[src/rtl/coeff_zigzag_quantizer_pkg.sv]
// Shared definitions for the zig-zag coefficient quantizer: default widths,
// FSM state encoding and the zig-zag scan table.
package coeff_zigzag_quantizer_pkg;

    localparam int IN_W_DEF  = 15;
    localparam int OUT_W_DEF = 8;

    typedef enum logic [1:0] {
        IDLE   = 2'd0,
        STREAM = 2'd1,
        DONE   = 2'd2
    } state_t;

    // Scan position -> bank position (row*4+col) for a 4x4 zig-zag.
    localparam logic [3:0] ZZ_POS [16] = '{
        4'd0,  4'd1,  4'd4,  4'd8,
        4'd5,  4'd2,  4'd3,  4'd6,
        4'd9,  4'd12, 4'd13, 4'd10,
        4'd7,  4'd11, 4'd14, 4'd15
    };

endpackage

[src/rtl/coeff_zigzag_quantizer_quantizer.sv]
// Combinational power-of-two quantizer: round half away from zero, then
// saturate symmetrically to +/-(2^(OUT_W-1)-1).
module coeff_quantizer #(
    parameter int IN_W    = 15,
    parameter int OUT_W   = 8,
    parameter int SHIFT_W = 4
) (
    input  logic signed [IN_W-1:0]  x,
    input  logic [SHIFT_W-1:0]      s,
    output logic signed [OUT_W-1:0] q
);

    // Two spare bits: one for |min|, one for the rounding add.
    localparam int MAG_W = IN_W + 2;
    localparam logic [MAG_W-1:0] SAT_MAX = MAG_W'((1 << (OUT_W - 1)) - 1);

    logic signed [IN_W:0] x_ext;
    logic [IN_W:0]        mag;
    logic                 neg;
    logic [MAG_W-1:0]     rounded;
    logic [OUT_W-1:0]     qm;

    function automatic logic [MAG_W-1:0] round_mag(input logic [MAG_W-1:0] m,
                                                   input logic [SHIFT_W-1:0] sh);
        logic [MAG_W-1:0] half;
        half = (sh == '0) ? '0 : (MAG_W'(1) << (sh - 1'b1));
        return (m + half) >> sh;
    endfunction

    function automatic logic [OUT_W-1:0] sat_mag(input logic [MAG_W-1:0] m);
        return (m > SAT_MAX) ? SAT_MAX[OUT_W-1:0] : m[OUT_W-1:0];
    endfunction

    // Sign/magnitude split, round the magnitude, saturate, reapply the sign.
    always_comb begin
        neg     = x[IN_W-1];
        x_ext   = {x[IN_W-1], x};
        mag     = neg ? -x_ext : x_ext;
        rounded = round_mag({1'b0, mag}, s);
        qm      = sat_mag(rounded);
        q       = neg ? -$signed(qm) : $signed(qm);
    end

endmodule

[src/rtl/coeff_zigzag_quantizer.sv]
// Captures a 4x4 coefficient block on the rising edge of data-available and
// streams quantized coefficients in zig-zag order over valid/ready.
module coeff_zigzag_quantizer
    import coeff_zigzag_quantizer_pkg::*;
#(
    parameter int IN_W      = IN_W_DEF,
    parameter int OUT_W     = OUT_W_DEF,
    parameter int QSHIFT_DC = 3,
    parameter int QSHIFT_AC = 2
) (
    input  logic                    in_clk,
    input  logic                    in_rst,
    input  logic                    in_data_available,
    input  logic signed [IN_W-1:0]  in_T00,
    input  logic signed [IN_W-1:0]  in_T01,
    input  logic signed [IN_W-1:0]  in_T02,
    input  logic signed [IN_W-1:0]  in_T03,
    input  logic signed [IN_W-1:0]  in_T10,
    input  logic signed [IN_W-1:0]  in_T11,
    input  logic signed [IN_W-1:0]  in_T12,
    input  logic signed [IN_W-1:0]  in_T13,
    input  logic signed [IN_W-1:0]  in_T20,
    input  logic signed [IN_W-1:0]  in_T21,
    input  logic signed [IN_W-1:0]  in_T22,
    input  logic signed [IN_W-1:0]  in_T23,
    input  logic signed [IN_W-1:0]  in_T30,
    input  logic signed [IN_W-1:0]  in_T31,
    input  logic signed [IN_W-1:0]  in_T32,
    input  logic signed [IN_W-1:0]  in_T33,
    input  logic                    in_out_ready,
    input  logic                    in_clear_overrun,
    output logic                    out_valid,
    output logic signed [OUT_W-1:0] out_coeff,
    output logic [3:0]              out_index,
    output logic                    out_last,
    output logic                    out_busy,
    output logic                    out_block_done,
    output logic                    out_overrun
);

    localparam int SHIFT_W = $clog2(IN_W);

    state_t                 state;
    logic                   avail_q;
    logic signed [IN_W-1:0] bank     [16];
    logic signed [IN_W-1:0] coeff_in [16];
    logic [3:0]             idx;
    logic [3:0]             pos;
    logic [SHIFT_W-1:0]     shift;
    logic signed [OUT_W-1:0] q;
    logic                   capture;
    logic                   transfer;

    assign coeff_in = '{in_T00, in_T01, in_T02, in_T03,
                        in_T10, in_T11, in_T12, in_T13,
                        in_T20, in_T21, in_T22, in_T23,
                        in_T30, in_T31, in_T32, in_T33};

    assign capture  = in_data_available & ~avail_q;
    assign transfer = out_valid & in_out_ready;

    // Only the DC term (bank position 0) uses the coarser step.
    assign pos   = ZZ_POS[idx];
    assign shift = (pos == 4'd0) ? SHIFT_W'(QSHIFT_DC) : SHIFT_W'(QSHIFT_AC);

    coeff_quantizer #(
        .IN_W    (IN_W),
        .OUT_W   (OUT_W),
        .SHIFT_W (SHIFT_W)
    ) u_quant (
        .x (bank[pos]),
        .s (shift),
        .q (q)
    );

    assign out_coeff = out_valid ? q : '0;
    assign out_index = idx;

    // Delay data-available by one cycle for rising-edge detection.
    always_ff @(posedge in_clk or negedge in_rst) begin
        if (!in_rst) avail_q <= 1'b0;
        else         avail_q <= in_data_available;
    end

    // Coefficient bank: loaded only from IDLE so a late block cannot corrupt a stream.
    always_ff @(posedge in_clk or negedge in_rst) begin
        if (!in_rst) begin
            for (int i = 0; i < 16; i++) bank[i] <= '0;
        end else if (state == IDLE && capture) begin
            bank <= coeff_in;
        end
    end

    // Control FSM: capture, stream 16 transfers, one DONE cycle.
    always_ff @(posedge in_clk or negedge in_rst) begin
        if (!in_rst) begin
            state          <= IDLE;
            idx            <= '0;
            out_valid      <= 1'b0;
            out_last       <= 1'b0;
            out_busy       <= 1'b0;
            out_block_done <= 1'b0;
        end else begin
            out_block_done <= 1'b0;
            case (state)
                IDLE: begin
                    if (capture) begin
                        state     <= STREAM;
                        idx       <= '0;
                        out_valid <= 1'b1;
                        out_last  <= 1'b0;
                        out_busy  <= 1'b1;
                    end
                end
                STREAM: begin
                    if (transfer) begin
                        if (idx == 4'd15) begin
                            state          <= DONE;
                            out_valid      <= 1'b0;
                            out_last       <= 1'b0;
                            out_block_done <= 1'b1;
                        end else begin
                            idx      <= idx + 4'd1;
                            out_last <= (idx == 4'd14);
                        end
                    end
                end
                DONE: begin
                    state    <= IDLE;
                    out_busy <= 1'b0;
                end
                default: state <= IDLE;
            endcase
        end
    end

    // Sticky overrun: a capture while busy sets it, and set beats clear.
    always_ff @(posedge in_clk or negedge in_rst) begin
        if (!in_rst)                        out_overrun <= 1'b0;
        else if (capture && state != IDLE)  out_overrun <= 1'b1;
        else if (in_clear_overrun)          out_overrun <= 1'b0;
    end

endmodule

[config.mk]
export PLATFORM = sky130hd
export DESIGN_NAME = coeff_zigzag_quantizer
export DESIGN_NICKNAME = d
export VERILOG_FILES = /design/src/rtl/coeff_zigzag_quantizer_pkg.sv /design/src/rtl/coeff_zigzag_quantizer_quantizer.sv /design/src/rtl/coeff_zigzag_quantizer.sv
export SDC_FILE = /design/constraint.sdc
export NUM_CORES = 1
export LEC_CHECK = 0
export BUFFER_PORTS_ARGS = -buffer_cell sky130_fd_sc_hd__buf_2
export CELL_PAD_IN_SITES_DETAIL_PLACEMENT = 1
export CELL_PAD_IN_SITES_GLOBAL_PLACEMENT = 1
export CORE_AREA = 10 10 187 207
export CTS_CLUSTER_SIZE = 8
export DETAILED_ROUTE_END_ITERATION = 10
export DIE_AREA = 0 0 197 217
export HOLD_SLACK_MARGIN = 0.02
export PLACE_DENSITY = 0.9
export SYNTH_ARGS = -nofsm -noshare
export SYNTH_HDL_FRONTEND = slang
export SYNTH_SLANG_ARGS = --single-unit
[constraint.sdc]
create_clock -name in_clk -period 9.7 [get_ports in_clk]
set_input_delay 1.455 -clock in_clk [delete_from_list [all_inputs] [get_ports in_clk]]
set_output_delay 1.455 -clock in_clk [all_outputs]
set_load 0.03 [all_outputs]
==> flow_summary_export.csv <==
group,metric,value,unit
drt,drtAntennaViolNets,0,
drt,vias_per_cell,5.60,
worst_setup_path,crit_required,8.25,ns
worst_setup_path,critPathMaxStageDelay,0.58,ns
finish,drive_above_1_share,19.5,%
sta,fin_crit_sh,93.6,%
worst_setup_path,cp.arrival,7.62,ns
yosys,syn_area,13900,um2
clocking,clock-sinks,252,
place,placed_area,15500,um2
status,status,"finished, final reports clean",
worst_setup_path,critPathKind,"register to output port",
finish,area_delta_synth_final,19.2,%
finish,nNetsFinal,2231,
worst_setup_path,end_kind,"output port",
global_routing,grt_max_degree,101,
floorplanning,fp.dieW,197,um
yosys,synth_area_leaders,"dfrtp_1, nand2_1, mux2i_1, nand3_1, clkbuf_1",
yosys,async_reset_ff_share,100,%
yosys,synthFlopType,"dfrtp_1",
floorplanning,core,34600,um2
finish,nFillCells,4297,
job,drv_cap,0,
clocking,cts-buffers-inserted,37,
yosys,synth_edf_count,0,
worst_hold_path,hold_path_class,"register to register",
sta,max_slew_margin,27.7,%
global_routing,track_usage,24.4,%
yosys,yosys.area.top_type,"dfrtp_1",
worst_setup_path,cp_common_cell,"ha_1",
sta,max_freq,0.110,GHz
drt,routedWlPerCell,21.9,um
clocking,clk_pin_slew,0.05,ns
sta,hold_viol_final,0,
sta,setup_viol,0,
yosys,yosys.cell_types.count,86,
sta,hold_ws,0.472,ns
finish,final_common_cell,"nand2_1",
global_routing,grt_first_pass_wirelength,82.8,mm
yosys,synth_nets,2015,
place,hpwl,38.5,mm
clocking,cts.path.max_buffers,3,
yosys,ys_seq_elements,252,
clocking,cts.htree.levels,2,
finish,multi_input_comb_area,7180,um2
place,gp_congestion,0.873,
sta,min_period,9.08,ns
finish,stdcell_area,16600,um2
drt,vias,13600,
floorplanning,die_h,217,um
floorplanning,start_util,40.3,%
worst_setup_path,crit_fanout,10,
global_routing,antenna_found_initial,1,
finish,seq_area,6310,um2
drt,drt_iter0_markers,755,
clocking,cts_tree,"built",
global_routing,grt_pass1_vias,15000,
clocking,cts_root_buffer,"clkbuf_16",
floorplanning,dieArea,42700,um2
sta,rsz0062_at_grt,"false",
worst_setup_path,start_kind,"register",
global_routing,gr-total-overflow,0,
drt,dr.pass1.iters,4,
sta,tightest_slew,1.07,ns
clocking,clk_latency,0.53,ns
yosys,syn_inst,1758,
floorplanning,num_io_pins,262,
finish,fin_util,48.0,%
clocking,cts_hold_buf,0,
yosys,synth.top_cell.area_share,45.3,%
floorplanning,num_rows,72,
sta,worst_clock_skew,0.0127,ns
sta,setup_tns,0,ns
finish,final_cell_mix,"nand2_1, buf_2, dfrtp_1",
place,io_buffers,261,
drt,drc,0,
yosys,synth_area_per_cell,7.92,um2
sta,slew_viol_final,0,
yosys,yosys_warnings,0,
worst_setup_path,slowest_stage,"dfrtp_1",
drt,routed_wl,53.1,mm
yosys,seq_area_frac_synth,45.3,%
==> cell usage after synthesis (3+ instances only) <==
library cell,instances
buf_4,4
clkbuf_1,78
nand4_1,5
dfrtp_1,252
buf_6,6
a32o_1,7
mux2_2,9
a211oi_1,11
xnor2_1,7
a31o_2,4
or3_1,6
and2_1,4
o211a_1,3
nand3_1,68
nor3_1,22
nor2b_1,3
o21ai_0,27
xor2_1,9
a311oi_1,14
a31oi_1,13
nand2_2,4
a2111oi_0,12
ha_1,11
nor2_1,32
nand2b_1,5
and3_1,27
inv_1,9
nor4_1,6
buf_2,18
a21oi_1,20
a22o_1,8
mux2i_1,55
a211o_1,3
o22ai_1,3
buf_1,6
o31ai_1,6
nand2_1,898
a32oi_1,16
==> metal layers <==
layer,GRT usage [%],part of all wire [%],up-vias
li1,-,-,6257
met1,27.9,39,6706
met2,42.6,50,451
met3,4.51,5.8,151
met4,12.6,5.0,0
met5,0,0,-
==> path summary, 6_finish.rpt <==
path | start | endpoint | slack, ns | cells after the start
max in group asynchronous | in_rst | out_index[2] | 7.12 | 2
hold / removal | bank[163] | bank[163] | 0.47 | 2
setup reg to reg | avail_q | bank[105] | 6.97 | 6
min in group asynchronous | in_rst | bank[49] | 0.95 | 1
setup / recovery | out_index[0] | out_coeff[6] | 0.62 | 25
hold reg to reg | bank[163] | bank[163] | 0.47 | 2
==> state kept, by name, indices dropped and copies added (netlist names) <==
| name | count |
|---|---|
| avail_q | 1 |
| bank | 240 |
| out_block_done | 1 |
| out_busy | 1 |
| out_index | 4 |
| out_last | 1 |
| out_overrun | 1 |
| out_valid | 1 |
| state | 2 |
==> per-stage QoR <==
stage,cells,setup WS [ns]
after detailed placement,2375,0.503
after global placement,2375,0.833
after floorplan,1758,1.29
after global routing,2423,0.127
after CTS,2418,0.122
final,2423,0.622
==> layout make-up <==
cell class                 count  area share, %
inverter                      10          0.226
clock inverter                 3          0.249
multi-input combinational   1384           43.3
timing repair buffer         289           9.20
clock buffer                  40           5.71
antenna                        1         0.0151
sequential                   252           38.0
tap                          444           3.35
==> critical path, delay by kind of cell (launching register included) <==
kind            cells  cell delay (ns)
mux                 4             1.23
compound gates      4             1.21
flops               1             0.58
simple gates       10             2.38
fa+ha+maj           3             0.94
buf+inv             4             0.76
==> repair_timing <==
item / in CTS / in global routing
gates cloned: 0 / 0
endpoints found under the hold margin: 0 / 0
gates resized for setup: 1 / 6
buffers inserted: 0 / 4
endpoints found under the setup margin: 2 / 3
pin swaps: 0 / 1
==> cells by family after synthesis <==
kind of cell / after synthesis / share of synthesized area, %
AO/OA/AOI/OAI: 182 / 10.6
XOR/XNOR: 16 / 1.01
adder cells (fa/ha/maj): 12 / 1.13
buffers and inverters: 122 / 3.88
flip-flops: 252 / 45.3
multiplexers: 70 / 5.48
AND/OR/NAND/NOR: 1104 / 32.7
Power is not shown: default switching activity piles up to over one toggle a cycle in this logic, so the estimate is an artifact.
